### config.mk
export PLATFORM = sky130hd
export DESIGN_NAME = dcm_adv_lock_monitor
export DESIGN_NICKNAME = d
export VERILOG_FILES = /design/src/rtl/dcm_adv_lock_monitor.sv
export SDC_FILE = /design/constraint.sdc
export NUM_CORES = 1
export LEC_CHECK = 0
export BUFFER_PORTS_ARGS = -buffer_cell sky130_fd_sc_hd__buf_2
export CAP_MARGIN = 5
export CORE_MARGIN = 2
export CORE_UTILIZATION = 56
export DETAILED_ROUTE_END_ITERATION = 8
export PLACE_DENSITY = 0.74
export RECOVER_POWER = 100
export REMOVE_ABC_BUFFERS = 1
export SLEW_MARGIN = 20
export SYNTH_ARGS = -nofsm -noshare
export SYNTH_HDL_FRONTEND = slang
export SYNTH_SLANG_ARGS = --single-unit
export TNS_END_PERCENT = 30
### constraint.sdc
create_clock -name clock -period 3.1 [get_ports clock]
set_clock_uncertainty 0.15 [all_clocks]
set_input_delay 0.465 -clock clock [delete_from_list [all_inputs] [get_ports clock]]
set_output_delay 0.465 -clock clock [all_outputs]
set_load 0.01 [all_outputs]
### src/rtl/dcm_adv_lock_monitor.sv
// Period/lock monitor for the divided DCM clock: measures mon_clk periods in
// reference-clock cycles, declares lock after LOCK_COUNT stable matches, flags loss and stop.
module dcm_adv_lock_monitor #(
    parameter int CNT_W      = 16,
    parameter int TOL        = 1,
    parameter int LOCK_COUNT = 4
) (
    input  logic             clock,
    input  logic             rst_reg,
    input  logic             mon_clk,
    input  logic             enable,
    output logic [CNT_W-1:0] period,
    output logic             period_valid,
    output logic             locked,
    output logic             lost,
    output logic             stopped
);
    localparam int MW = $clog2(LOCK_COUNT + 1);
    localparam logic [CNT_W-1:0] CNT_MAX   = {CNT_W{1'b1}};
    localparam logic [CNT_W-1:0] CNT_ONE   = CNT_W'(1);
    localparam logic [CNT_W:0]   TOL_V     = (CNT_W+1)'(TOL);
    localparam logic [MW-1:0]    MATCH_TGT = MW'(LOCK_COUNT);
    localparam logic [MW-1:0]    MATCH_ONE = MW'(1);

    typedef enum logic [1:0] {
        IDLE   = 2'd0,
        ARM    = 2'd1,
        MEAS   = 2'd2,
        LOCKED = 2'd3
    } state_t;

    // Difference taken one bit wider than the operands so it can never underflow.
    function automatic logic within_tol(input logic [CNT_W-1:0] a, input logic [CNT_W-1:0] b);
        logic [CNT_W:0] diff;
        if (a >= b) begin
            diff = {1'b0, a} - {1'b0, b};
        end else begin
            diff = {1'b0, b} - {1'b0, a};
        end
        return (diff <= TOL_V);
    endfunction

    state_t           state_r, state_s;
    logic [2:0]       sync_r;
    logic [CNT_W-1:0] cnt_r, cnt_s, prev_r, prev_s, period_r, period_s;
    logic [MW-1:0]    match_r, match_s, match_inc_s;
    logic             first_r, first_s;
    logic             pv_r, pv_s, locked_r, locked_s, lost_r, lost_s, stopped_r, stopped_s;
    logic             edge_s, sat_s, cmp_ok_s;

    assign edge_s      = sync_r[1] & ~sync_r[2];
    assign sat_s       = (cnt_r == CNT_MAX);
    assign cmp_ok_s    = within_tol(cnt_r, prev_r);
    assign match_inc_s = (match_r == MATCH_TGT) ? match_r : (match_r + MATCH_ONE);

    // State, datapath and registered outputs.
    always_ff @(posedge clock or negedge rst_reg) begin
        if (!rst_reg) begin
            sync_r    <= 3'b000;
            state_r   <= IDLE;
            cnt_r     <= '0;
            prev_r    <= '0;
            match_r   <= '0;
            first_r   <= 1'b0;
            period_r  <= '0;
            pv_r      <= 1'b0;
            locked_r  <= 1'b0;
            lost_r    <= 1'b0;
            stopped_r <= 1'b0;
        end else begin
            sync_r    <= {sync_r[1:0], mon_clk};
            state_r   <= state_s;
            cnt_r     <= cnt_s;
            prev_r    <= prev_s;
            match_r   <= match_s;
            first_r   <= first_s;
            period_r  <= period_s;
            pv_r      <= pv_s;
            locked_r  <= locked_s;
            lost_r    <= lost_s;
            stopped_r <= stopped_s;
        end
    end

    // Next-state and measurement datapath; an edge always wins over saturation.
    always_comb begin
        state_s = state_r;
        cnt_s   = cnt_r;
        prev_s  = prev_r;
        match_s = match_r;
        first_s = first_r;
        if (!enable) begin
            state_s = IDLE;
            cnt_s   = '0;
            match_s = '0;
            first_s = 1'b0;
        end else begin
            case (state_r)
                IDLE: begin
                    state_s = ARM;
                    cnt_s   = '0;
                    match_s = '0;
                end
                ARM: begin
                    if (edge_s) begin
                        state_s = MEAS;
                        cnt_s   = CNT_ONE;
                        first_s = 1'b1;
                    end else if (sat_s) begin
                        cnt_s = cnt_r;
                    end else begin
                        cnt_s = cnt_r + CNT_ONE;
                    end
                end
                MEAS, LOCKED: begin
                    if (edge_s) begin
                        cnt_s   = CNT_ONE;
                        prev_s  = cnt_r;
                        first_s = 1'b0;
                        if (first_r) begin
                            match_s = match_r;
                        end else if (cmp_ok_s) begin
                            match_s = match_inc_s;
                            state_s = (match_inc_s == MATCH_TGT) ? LOCKED : MEAS;
                        end else begin
                            match_s = '0;
                            state_s = MEAS;
                        end
                    end else if (sat_s) begin
                        state_s = ARM;
                        match_s = '0;
                    end else begin
                        cnt_s = cnt_r + CNT_ONE;
                    end
                end
                default: begin
                    state_s = IDLE;
                    cnt_s   = '0;
                    match_s = '0;
                    first_s = 1'b0;
                end
            endcase
        end
    end

    // Output values to be registered alongside the state.
    always_comb begin
        period_s  = period_r;
        pv_s      = 1'b0;
        lost_s    = 1'b0;
        stopped_s = stopped_r;
        locked_s  = (state_s == LOCKED);
        if (!enable) begin
            stopped_s = 1'b0;
        end else begin
            case (state_r)
                IDLE: begin
                    stopped_s = 1'b0;
                end
                ARM: begin
                    if (edge_s) begin
                        stopped_s = 1'b0;
                    end else if (sat_s) begin
                        stopped_s = 1'b1;
                    end else begin
                        stopped_s = stopped_r;
                    end
                end
                MEAS, LOCKED: begin
                    if (edge_s) begin
                        period_s  = cnt_r;
                        pv_s      = 1'b1;
                        stopped_s = 1'b0;
                        lost_s    = (state_r == LOCKED) && (state_s == MEAS);
                    end else if (sat_s) begin
                        stopped_s = 1'b1;
                        lost_s    = (state_r == LOCKED);
                    end else begin
                        stopped_s = stopped_r;
                    end
                end
                default: begin
                    stopped_s = 1'b0;
                end
            endcase
        end
    end

    assign period       = period_r;
    assign period_valid = pv_r;
    assign locked       = locked_r;
    assign lost         = lost_r;
    assign stopped      = stopped_r;
endmodule

==> impl_metrics.json <==
{
  "die_w_um": 87.3,
  "p_sw_mw": 1.03,
  "nFillCells": 510,
  "synth_most_common_cell": "nand2_1",
  "layout_min_cycle_time_ns": 3.45,
  "crit_buf_inv": 3,
  "drtIter0Drc": 403,
  "finalWorstSetupSlack_ns": -0.350,
  "synthTopCellsByCount": "49 x nand2_1, 48 x nor2_1, 45 x dfrtp_1",
  "outcome": "complete, but fails checks",
  "ys_seq_elements": 45,
  "cp_slowest_cell": "fa_2",
  "hold_violations": 0,
  "synth_ff_type": "dfrtp_1",
  "cp_top_family": "compound AO/OA/AOI/OAI gates",
  "syn_avg_cell_area_um2": 7.97,
  "wl_per_cell_um": 16.7,
  "ioPinCount": 24,
  "hold_ws_ns": 0.116,
  "setup-violations-final": 6,
  "track_usage": 0.309,
  "p_leak_nw": 2.25,
  "r2r-start": "cnt_r[0]$_DFFE_PN0P_",
  "wl_um": 11500,
  "cts_tree": "built",
  "clock-sinks": 45,
  "num-nets-final": 649,
  "path_class": "reg2reg",
  "hp-start": "mon_clk",
  "drc": 0,
  "violations": "capacitance limit, slew limit, setup timing",
  "power_frac_seq": 0.258,
  "min_delay_path_depth": 1,
  "die_area_um2": 7620,
  "gp_congestion": 0.969,
  "max_stage_delay_ns": 0.42,
  "synthCells": 487,
  "hold_class": "in2reg",
  "cts_inserted_buffers": 5,
  "critical_path.cell_chain": "inv_2 > ha_2 > inv_1 > fa_2 > or2_4 > and2_1 > o221a_2 > a2111oi_4 > nand4b_1 > o22ai_1 > nand4_1 > a211oi_4 > buf_6 > nand2_2 > a211oi_2",
  "min_to": "sync_r[0]$_DFF_PN0_",
  "synth-edff-count": 0,
  "dr_total_vias": 4101,
  "avgViaCountPerCell": 5.95,
  "cts_buffer_depth": 2,
  "n_antenna_cell": 0,
  "rsz0062_at_grt": "true",
  "yosysSeqAreaShare": 0.290,
  "final_antenna_net_count": 0,
  "gr-total-overflow": 0,
  "drive_above_1_share": 0.253,
  "combPwrFrac": 0.542,
  "switching_share": 0.386,
  "ir_drop_v": 0.000349,
  "worst-r2r-cell-count": 15,
  "slew_violations": 46,
  "insertion_delay_ns": 0.30,
  "fin_crit_sh": 1.11,
  "num_rows": 30,
  "r2r-end": "state_r[0]$_DFF_PN0_",
  "yosysUniqueCellTypes": 65,
  "dp_slack_ns": -0.493,
  "area_growth_pct": 28.9,
  "die_y_um": 87.3,
  "worstPathArrival_ns": 3.51,
  "place.port_buffers": 23,
  "netlist_area_um2": 3880,
  "synthArstFlopShare": 1.00,
  "coreArea_um2": 6760,
  "synth_top_cell_by_area": "dfrtp_1",
  "final_core_util": 0.741,
  "slew-limit-headroom": -0.611,
  "r2r_slack_ns": -0.35,
  "critical_path.max_fanout": 6,
  "powerDensity_nw_per_um2": 535,
  "ys_top_cells_by_area": "dfrtp_1 29%, ha_1 11%, a21oi_1 5.7%",
  "pwr-share-clk": 0.200,
  "htree_levels": 2,
  "cp-start-kind": "flip-flop",
  "grt_max_degree": 46,
  "yosys_warnings": 0,
  "clock-root-buffer": "clkbuf_8",
  "dr.pass1.iters": 6,
  "synth_top_area_share": 0.290,
  "max_cap_violations": 1,
  "path_clk_slew_ns": 0.09,
  "grt_pass1_wl_um": 18700,
  "fmax_mhz": 290,
  "max_slew.worst_pin.slew_ns": 2.42,
  "place.detailed.hpwl_um": 8740,
  "cp-end-kind": "flip-flop",
  "grt_pass1_vias": 4026,
  "intPower_mw": 1.64,
  "start_util": 0.575,
  "worstPathRequired_ns": 3.16,
  "antenna_found_initial": 0
}
[worst max path at each step]
stage,from,end,slack (ns),cells past startpoint
after CTS,period[0]$_DFFE_PN0P_,state_r[0]$_DFF_PN0_,-0.28,15
final,cnt_r[0]$_DFFE_PN0P_,state_r[0]$_DFF_PN0_,-0.35,15
after detailed placement,cnt_r[0]$_DFFE_PN0P_,state_r[0]$_DFF_PN0_,-0.49,15
after floorplan,cnt_r[0]$_DFFE_PN0P_,state_r[0]$_DFF_PN0_,-0.23,14
after global placement,cnt_r[0]$_DFFE_PN0P_,state_r[0]$_DFF_PN0_,-0.41,15
after global routing,period[5]$_DFFE_PN0P_,state_r[0]$_DFF_PN0_,-0.48,14
[logic make-up (layout without fill, tap and decap cells)]
logic type	count (synthesis)	count (layout)	synth area share
AND/OR/NAND/NOR	172	172	0.218
AO/OA/AOI/OAI	145	145	0.238
buffers and inverters	63	185	0.0725
flip-flops	45	45	0.290
adder cells (fa/ha/maj)	37	37	0.123
XOR/XNOR	20	20	0.0451
multiplexers	5	5	0.0129
[cell type report]
| type | count | area [um^2] | share of cell area |
|---|---|---|---|
| repair buffers | 134 | 921 | 0.184 |
| multi-input cells | 379 | 2560 | 0.512 |
| flip-flops and latches | 45 | 1130 | 0.225 |
| well taps | 80 | 100 | 0.0200 |
| inverters | 43 | 161 | 0.0323 |
| clock inverters | 3 | 65.1 | 0.0130 |
| clock buffers | 5 | 68.8 | 0.0138 |
[layout by cell type, fill, tap and decap left out, types with 5 or more instances in the layout]
cell type,n
buf_4,106
nand2_1,49
nor2_1,47
dfrtp_1,45
a21oi_1,41
inv_1,40
o21ai_0,36
ha_1,31
clkbuf_1,22
xnor2_1,16
nand3_1,14
nand4_1,10
nor3_1,9
and3_1,8
a21o_1,8
a211oi_1,8
o211ai_1,7
nor2b_1,6
and2_1,5
mux2i_1,5
clkbuf_8,5
[state kept, by name, indices dropped and copies added, names as in the netlist, 2 cells and up]
name	count
cnt_r	16
match_r	3
period	16
state_r	2
sync_r	3
[through the flow]
step | instance area [um^2] | power (mW) | cells | setup TNS [ns]
2_1_floorplan | 3760 | 1.44 | 467 | -1.19
3_3_place_gp | 4800 | 2.02 | 679 | -2.13
3_5_place_dp | 4800 | 2.06 | 679 | -2.61
4_1_cts | 5010 | 2.64 | 689 | -1.38
5_1_grt | 5000 | 2.82 | 689 | -2.64
6_report | 5000 | 2.68 | 689 | -1.79
[timing repair]
action | CTS | global route
setup buffers | 2 | 0
gates cloned | 0 | 0
hold buffers | 0 | 0
gates resized for setup | 22 | 6
pin swaps | 12 | 1
endpoints found under the setup margin | 6 | 6
[routing by layer]
metal  routed length [um]  GRT usage  up-vias
met5                    0          0        -
met4                  128     0.0797        0
met3                  626     0.0455       15
met2                 5550      0.508      145
met1                 5180      0.427     1992
li1                     -          -     1949
[power groups by stage]
stage                     Combinational, mW  Sequential [mW]  Clock, mW
after global routing                   1.57            0.697      0.560
after detailed placement               1.36            0.700          0
final                                  1.45            0.690      0.534
after floorplan                       0.702            0.740          0
after CTS                              1.41            0.689      0.536
after global placement                 1.33            0.694          0
Power figures use the tool's default switching activity.
